<file path="src/rtl/cond_unit_pred.sv">
// Execute-stage condition unit with banked NZCV flags, a post-branch squash window
// and a predicated-block FSM that applies a second condition to the following instructions.
module cond_unit_pred #(
  parameter int NBANKS    = 2,
  parameter int BW        = (NBANKS > 1) ? $clog2(NBANKS) : 1,
  parameter int FLUSH_CYC = 2,
  parameter int PRED_MAX  = 4,
  parameter int PLW       = $clog2(PRED_MAX + 1)
) (
  input  logic           clk,
  input  logic           rst,
  input  logic           StallE,
  input  logic           ValidE,
  input  logic [3:0]     CondE,
  input  logic [BW-1:0]  BankE,
  input  logic [1:0]     FlagWE,
  input  logic           NoWriteE,
  input  logic           BranchE,
  input  logic           MemWriteE,
  input  logic           RegWriteE,
  input  logic [3:0]     AluFlags,
  input  logic           PredStartE,
  input  logic [PLW-1:0] PredLenE,
  input  logic [3:0]     PredCondE,
  output logic           PCSrcE,
  output logic           RegWE,
  output logic           MemWE,
  output logic           FlushD,
  output logic [3:0]     FlagsE,
  output logic           PredActive
);

  localparam int SW = $clog2(FLUSH_CYC + 1);
  localparam logic [SW-1:0]  SQUASH_LOAD = SW'(FLUSH_CYC);
  localparam logic [PLW-1:0] PMAX        = PLW'(PRED_MAX);

  typedef enum logic {IDLE, ACTIVE} pstate_t;

  function automatic logic cond_ex(input logic [3:0] c, input logic [3:0] f);
    logic n, z, cf, v, r;
    {n, z, cf, v} = f;
    case (c)
      4'd0:    r = z;
      4'd1:    r = !z;
      4'd2:    r = cf;
      4'd3:    r = !cf;
      4'd4:    r = n;
      4'd5:    r = !n;
      4'd6:    r = v;
      4'd7:    r = !v;
      4'd8:    r = cf && !z;
      4'd9:    r = !cf || z;
      4'd10:   r = (n == v);
      4'd11:   r = (n != v);
      4'd12:   r = !z && (n == v);
      4'd13:   r = z || (n != v);
      4'd14:   r = 1'b1;
      default: r = 1'b0;
    endcase
    return r;
  endfunction

  logic [3:0]     bank_flags [NBANKS];
  logic [3:0]     cur_flags;
  logic [SW-1:0]  squash_reg;
  pstate_t        state_reg, state_next;
  logic [PLW-1:0] pcnt_reg, pcnt_next;
  logic [3:0]     pcond_reg, pcond_next;
  logic           slot_live;
  logic           pred_ok;
  logic           ex;
  logic           take;

  always_comb begin
    cur_flags = 4'b0000;
    if (int'(BankE) < NBANKS) cur_flags = bank_flags[BankE];
  end

  // A slot is "live" when it is a real, unstalled, unsquashed instruction; gated by reset
  // so that no write or branch escapes while rst is held low.
  assign slot_live = rst && ValidE && !StallE && (squash_reg == '0);
  assign pred_ok   = (state_reg == ACTIVE) ? cond_ex(pcond_reg, cur_flags) : 1'b1;
  assign ex        = slot_live && cond_ex(CondE, cur_flags) && pred_ok;
  assign take      = ex && BranchE;

  genvar gi;
  generate
    for (gi = 0; gi < NBANKS; gi++) begin : g_bank
      logic [3:0] flags_reg;
      logic       sel;
      assign sel = (int'(BankE) == gi);
      always_ff @(posedge clk or negedge rst) begin
        if (!rst) begin
          flags_reg <= 4'b0000;
        end else if (ex && sel) begin
          if (FlagWE[1]) flags_reg[3:2] <= AluFlags[3:2];
          if (FlagWE[0]) flags_reg[1:0] <= AluFlags[1:0];
        end
      end
      assign bank_flags[gi] = flags_reg;
    end
  endgenerate

  always_ff @(posedge clk or negedge rst) begin
    if (!rst) begin
      squash_reg <= '0;
    end else if (!StallE) begin
      if (take)                   squash_reg <= SQUASH_LOAD;
      else if (squash_reg != '0)  squash_reg <= squash_reg - 1'b1;
    end
  end

  always_ff @(posedge clk or negedge rst) begin
    if (!rst) begin
      state_reg <= IDLE;
      pcnt_reg  <= '0;
      pcond_reg <= 4'b0000;
    end else begin
      state_reg <= state_next;
      pcnt_reg  <= pcnt_next;
      pcond_reg <= pcond_next;
    end
  end

  // The opening instruction is not predicated; every live member slot consumes one count.
  always_comb begin
    state_next = state_reg;
    pcnt_next  = pcnt_reg;
    pcond_next = pcond_reg;
    case (state_reg)
      IDLE: begin
        if (ex && PredStartE && (PredLenE != '0)) begin
          state_next = ACTIVE;
          pcond_next = PredCondE;
          pcnt_next  = (PredLenE > PMAX) ? PMAX : PredLenE;
        end
      end
      ACTIVE: begin
        if (slot_live) begin
          pcnt_next = pcnt_reg - 1'b1;
          if (take || (pcnt_reg == PLW'(1))) begin
            state_next = IDLE;
            pcnt_next  = '0;
          end
        end
      end
      default: state_next = IDLE;
    endcase
  end

  always_comb begin
    PCSrcE     = take;
    FlushD     = take;
    RegWE      = ex && RegWriteE && !NoWriteE;
    MemWE      = ex && MemWriteE;
    FlagsE     = cur_flags;
    PredActive = (state_reg == ACTIVE);
  end

endmodule
</file>
<file path="config.mk">
export PLATFORM = sky130hd
export DESIGN_NAME = cond_unit_pred
export DESIGN_NICKNAME = d
export VERILOG_FILES = /design/src/rtl/cond_unit_pred.sv
export SDC_FILE = /design/constraint.sdc
export NUM_CORES = 1
export LEC_CHECK = 0
export BUFFER_PORTS_ARGS = -buffer_cell sky130_fd_sc_hd__clkbuf_2
export CORE_ASPECT_RATIO = 0.7
export CORE_MARGIN = 1
export CORE_UTILIZATION = 45
export DETAILED_ROUTE_END_ITERATION = 10
export PLACE_DENSITY = 0.69
export RECOVER_POWER = 100
export SYNTH_ARGS = -nofsm -noshare
export SYNTH_HDL_FRONTEND = slang
export SYNTH_SLANG_ARGS = --single-unit
</file>
<file path="constraint.sdc">
create_clock -name clk -period 5.6 [get_ports clk]
set_input_delay 0.56 -clock clk [delete_from_list [all_inputs] [get_ports clk]]
set_output_delay 0.56 -clock clk [all_outputs]
set_load 0.01 [all_outputs]
</file>
==> impl_metrics.json, run 1 <==
{
  "violations": "design-rule violations",
  "status": "finished with violations",
  "vias": 1378,
  "yosys.area_share.simple": 0.2538,
  "syn_nets": 192,
  "drc": 2,
  "crit_top_cell": "clkbuf_1",
  "wl_mm": 3.601,
  "grt_pass1_wl_mm": 5.823,
  "ys_seq_area_frac": 0.3046,
  "hold_viol_final": 0,
  "cp_max_fo": 17,
  "dieArea_um2": 3524,
  "drive_above_1_share": 0.2135,
  "yosys.area.top_type": "dfrtp_1",
  "antenna_cells": 0,
  "powerDensity_nw_per_um2": 257.9,
  "synthesis.instances": 162,
  "top_layer_used": "met4",
  "synth_xor_xnor_area_share": 0.02961,
  "dr_wl_met3_um": 268,
  "clk_path_buf_depth": 2,
  "synth_area_um2": 1479,
  "globalRouteOverflowTotal": 0,
  "start_util": 0.4698,
  "max_slew.worst_pin.slew_ns": 1.006,
  "async_reset_ff_frac": 1.000,
  "gp_congestion": 0.9319,
  "cpPeakStageDelay_ns": 0.77,
  "root_buffer": "clkbuf_8",
  "cts_sinks": 18,
  "die_h_um": 49.97,
  "setup_viol": 0,
  "cellLeakagePower_nw": 0.8295,
  "path_clk_slew_ns": 0.07,
  "antenna_found_initial": 0,
  "cp-end-kind": "output port",
  "synthAdderAreaFrac": 0.02538,
  "synthesis.yosys.warnings": 0,
  "cap_viol_max_count": 0,
  "drt_iter0_drc": 77,
  "cts_tree": "done",
  "drt_pass1_iterations": 7,
  "grt_max_degree": 20,
  "syn_to_final_growth_pct": 13.11,
  "grt_pass1_vias": 1231,
  "fin_nets": 223,
  "finalNonFillerCells": 230,
  "cts_resized": 0,
  "relSlewSlack": 0.3293,
  "cpMaxStageDelayCell": "a21boi_0",
  "final_common_cell": "clkbuf_2",
  "fin_crit_sh": 0.7430,
  "rsz0062_at_grt": "false",
  "place_inst": 226,
  "start_kind": "primary input",
  "synthTopCellsByArea": "dfrtp_1 (30%), mux2_2 (4.6%), mux2_1 (3.8%)",
  "muxShareOfSynthArea": 0.1362,
  "rows": 17,
  "cts_buffers": 3,
  "hpwl_mm": 2.830,
  "hold_buffers": 0,
  "synthDistinctLibCells": 58,
  "avgSynthCellArea_um2": 9.129,
  "detail-route-antenna-nets": 0,
  "cp_cell_sequence": "clkbuf_1 -> mux2i_1 -> or3_1 -> a311oi_1 -> nor4b_1 -> a21boi_0 -> and4b_1 -> clkbuf_1",
  "hold_class": "primary input to asynchronous set/reset pin",
  "finalSetupTns_ns": 0,
  "final_cell_mix": "clkbuf_2 (26), dfrtp_1 (18), inv_1 (13), nor2_1 (13)",
  "synth_compound_area_frac": 0.1785,
  "ys.flop_type": "dfrtp_1",
  "max_freq_ghz": 0.2404,
  "min_period_ns": 4.161,
  "synth_top_cell_area_share": 0.3046,
  "pin_count": 36,
  "post_cts_buffers": 0,
  "clock_skew_ns": 0.007826,
  "die_x_um": 70.52,
  "holdWs_ns": 0.4394,
  "slew_viol_final": 0,
  "port_buffers": 35,
  "synth-seq-cells": 18,
  "cp.required_ns": 5.04,
  "htreeDepth": 1,
  "synth_top_family_by_area": "simple AND/OR/NAND/NOR gates",
  "synth_edf_count": 0,
  "path_class": "primary input to output port",
  "insertion_delay_ns": 0.26,
  "largest_reg_flops": 8,
  "vias_per_cell": 5.991,
  "ir_drop_mv": 0.1436,
  "grt_use_total": 0.2152,
  "wl_met2_mm": 1.581,
  "critical_path_arrival_ns": 3.60,
  "wire_per_inst_um": 15.66,
  "wl_met1_mm": 1.737,
  "coreArea_um2": 3148
}
[cell usage after synthesis (2+ instances only)]
library cell / count
mux2i_1: 4
inv_1: 13
dfrtp_1: 18
mux2_1: 5
buf_6: 2
and4b_1: 2
nand4b_1: 3
a311o_1: 2
nor3_1: 6
a31oi_1: 3
xnor2_1: 3
nor3b_1: 3
o21ai_0: 7
ha_1: 3
or3_1: 2
a211oi_1: 2
nand3_1: 4
and3_1: 3
nor2b_1: 2
nor4b_1: 2
clkbuf_1: 5
xor2_1: 2
nor2_1: 13
nand2_1: 9
a21oi_1: 3
mux2_2: 6
nand4_1: 4
[final cells by class]
| class | count | area, um^2 |
|---|---|---|
| fillers | 318 | 1475 |
| multi-input cells | 121 | 903.4 |
| clock buffers | 4 | 55.05 |
| repair buffers | 35 | 163.9 |
| inverters | 14 | 52.55 |
| flip-flops and latches | 18 | 450.4 |
| well taps | 38 | 47.55 |
[worst paths after layout]
path,startpoint,end,slack [ns],cells past startpoint
max,BankE,RegWE,1.44,8
min,rst,pcnt_reg[2],0.44,1
max reg2reg,g_bank[1].flags_reg[3],g_bank[1].flags_reg[2],2.50,7
min reg2reg,squash_reg[1],squash_reg[1],0.50,1
max in group asynchronous,rst,g_bank[1].flags_reg[3],4.54,1
min in group clk,squash_reg[1],squash_reg[1],0.50,1
[worst max-delay path, delay by kind of cell]
| kind | cells | cell delay, ns |
|---|---|---|
| multiplexers | 1 | 0.35 |
| AND/OR/NAND/NOR | 3 | 0.83 |
| buffers and inverters | 2 | 0.75 |
| AO/OA/AOI/OAI | 2 | 1.11 |
[kinds of logic after synthesis]
logic type,Yosys count
AND/OR/NAND/NOR,62
AO/OA/AOI/OAI,34
buffers and inverters,23
flip-flops,18
multiplexers,17
XOR/XNOR,5
adder cells (fa/ha/maj),3
[where the power goes]
part	leakage [nW]	switching, mW	internal (mW)	total, mW
clock	0.0288	0.0459	0.0626	0.109
combinational	0.582	0.0845	0.0685	0.153
sequential	0.219	0.0177	0.152	0.170
total	0.830	0.148	0.283	0.431
[metrics by stage]
| step | setup WS, ns | total power, mW | utilization | area [um^2] |
|---|---|---|---|---|
| 5_1_grt | 1.233 | 0.4636 | 0.5314 | 1673 |
| 2_1_floorplan | 2.716 | 0.2803 | - | 1479 |
| 3_3_place_gp | 2.344 | 0.3193 | 0.5235 | 1648 |
| 6_report | 1.439 | 0.4313 | 0.5314 | 1673 |
| 3_5_place_dp | 2.234 | 0.3259 | 0.5235 | 1648 |
| 4_1_cts | 2.224 | 0.4359 | 0.5409 | 1703 |
[routing by layer]
layer  vias to the layer above  track usage
met3                         5      0.05317
met4                         0      0.04082
li1                        666            -
met2                        60       0.3285
met5                         -            0
met1                       647       0.3089
(Power assumes the default switching activity.)
==> inputs of run 2 (changes only) <==
--- a/config.mk
+++ b/config.mk
@@ -10,7 +10,7 @@
 export CORE_MARGIN = 1
 export CORE_UTILIZATION = 45
 export DETAILED_ROUTE_END_ITERATION = 10
-export PLACE_DENSITY = 0.69
+export PLACE_DENSITY = 0.72
 export RECOVER_POWER = 100
 export SYNTH_ARGS = -nofsm -noshare
 export SYNTH_HDL_FRONTEND = slang
==> constraint.sdc (replaced) <==
create_clock -name clk -period 3.6 [get_ports clk]
set_input_delay 0.36 -clock clk [delete_from_list [all_inputs] [get_ports clk]]
set_output_delay 0.36 -clock clk [all_outputs]
set_load 0.01 [all_outputs]
==> impl_metrics.json, run 2 (synthesis gave the netlist of run 1 again) <==
{
  "status": "finished with violations",
  "violations": "design-rule violations",
  "die_h_um": 49.97,
  "fin_util": 0.5390,
  "relSlewSlack": 0.2706,
  "cts_buffers": 3,
  "drc": 2,
  "rows": 17,
  "finalSetupTns_ns": 0,
  "syn_to_final_growth_pct": 14.72,
  "cts_resized": 0,
  "cellLeakagePower_nw": 0.8476,
  "wire_per_inst_um": 16.15,
  "grt_use_total": 0.2355,
  "cp-end-kind": "output port",
  "dieArea_um2": 3524,
  "grt_pass1_wl_mm": 6.348,
  "setup_viol": 0,
  "start_kind": "flop",
  "hold_buffers": 0,
  "htreeDepth": 1,
  "nFillCells": 298,
  "final_cell_mix": "clkbuf_2 (27), dfrtp_1 (18), inv_1 (13), nor2_1 (13)",
  "worstSetupStartpoint": "g_bank[1].flags_reg[0]",
  "root_buffer": "clkbuf_8",
  "die_x_um": 70.52,
  "antenna_found_initial": 0,
  "ff2ff_setup_slack_ns": 0.73,
  "rr_startpoint": "g_bank[1].flags_reg[0]",
  "post-place-ws_ns": 0.7492,
  "clk_path_buf_depth": 2,
  "drt_pass1_iterations": 7,
  "globalRouteOverflowTotal": 0,
  "cts_sinks": 18,
  "critical_path_arrival_ns": 2.79,
  "ir_drop_mv": 0.2106,
  "slew_viol_final": 0,
  "vias_per_cell": 6.039,
  "cap_viol_max_count": 0,
  "detail-route-antenna-nets": 0,
  "drive_above_1_share": 0.2228,
  "min_period_ns": 3.152,
  "path_class": "flop to output port",
  "coreArea_um2": 3148,
  "port_buffers": 35,
  "hpwl_mm": 2.919,
  "start_util": 0.4698,
  "grt_pass1_vias": 1371,
  "rsz0062_at_grt": "false",
  "final_common_cell": "clkbuf_2",
  "clock_skew_ns": 0.008127,
  "largest_reg_flops": 8,
  "fin_nets": 224,
  "cp.required_ns": 3.24,
  "max_slew.worst_pin.slew_ns": 1.094,
  "wl_mm": 3.731,
  "fin_crit_sh": 0.8755,
  "hold_viol_final": 0,
  "cts_tree": "done",
  "vias": 1395,
  "path_clk_slew_ns": 0.08,
  "gp_congestion": 0.9261,
  "max_freq_ghz": 0.3173,
  "drt_iter0_drc": 89,
  "fin_ws_ns": 0.4481,
  "cp_max_fo": 7,
  "grt_max_degree": 20,
  "antenna_cells": 0,
  "post_cts_buffers": 0,
  "powerDensity_nw_per_um2": 402.3,
  "pin_count": 36,
  "insertion_delay_ns": 0.26,
  "hold_class": "primary input to asynchronous set/reset pin"
}
==> run 2: worst paths after layout <==
kind / cells past startpoint / endpoint
worst max-delay path: 7 / RegWE
worst min-delay path: 1 / pcnt_reg[0]
worst max register to register: 8 / pcnt_reg[2]
worst min register to register: 1 / squash_reg[1]
max in group asynchronous: 1 / g_bank[0].flags_reg[0]
min in group clk: 3 / pcond_reg[2]
==> run 2: power breakdown <==
group / switching [mW] / leakage (nW) / internal, mW
Combinational: 0.132 / 0.600 / 0.110
Sequential: 0.0302 / 0.219 / 0.237
Clock: 0.0768 / 0.0288 / 0.0975
==> run 2: layer usage <==
layer  track usage  routed length, um  vias up
met2        0.3657               1702       54
met4        0.1020                 30        0
li1              -                  -      667
met1        0.3151               1740      669
met3       0.05317                257        5
met5             0                  0        -
==> run 2: area by class of cell <==
class	count	area, um^2	area share
Sequential cell	18	450.4	0.2655
Tap cell	38	47.55	0.02802
Timing Repair Buffer	36	168.9	0.09956
Clock buffer	4	55.05	0.03245
Inverter	14	52.55	0.03097
Multi-Input combinational cell	121	922.1	0.5435
==> run 2: through the flow <==
| stage | instance area (um^2) | hold slack [ns] | power [mW] | instances |
|---|---|---|---|---|
| finish | 1697 | 0.2739 | 0.6825 | 231 |
| global route | 1697 | 0.3243 | 0.7268 | 231 |
| CTS | 1710 | 0.06836 | 0.6835 | 231 |
| detailed placement | 1655 | 0.3522 | 0.5095 | 227 |
| global placement | 1655 | 0.3352 | 0.4977 | 227 |
| floorplan | 1479 | 0.06441 | 0.4360 | 162 |
==> run 2: critical path: stages (launching register included) <==
cell       delay, ns
dfrtp_1         0.44
xnor2_1         0.36
mux2i_1         0.16
a2111oi_1       0.68
nor4b_4         0.12
a21boi_2        0.36
and4b_1         0.25
clkbuf_1        0.16
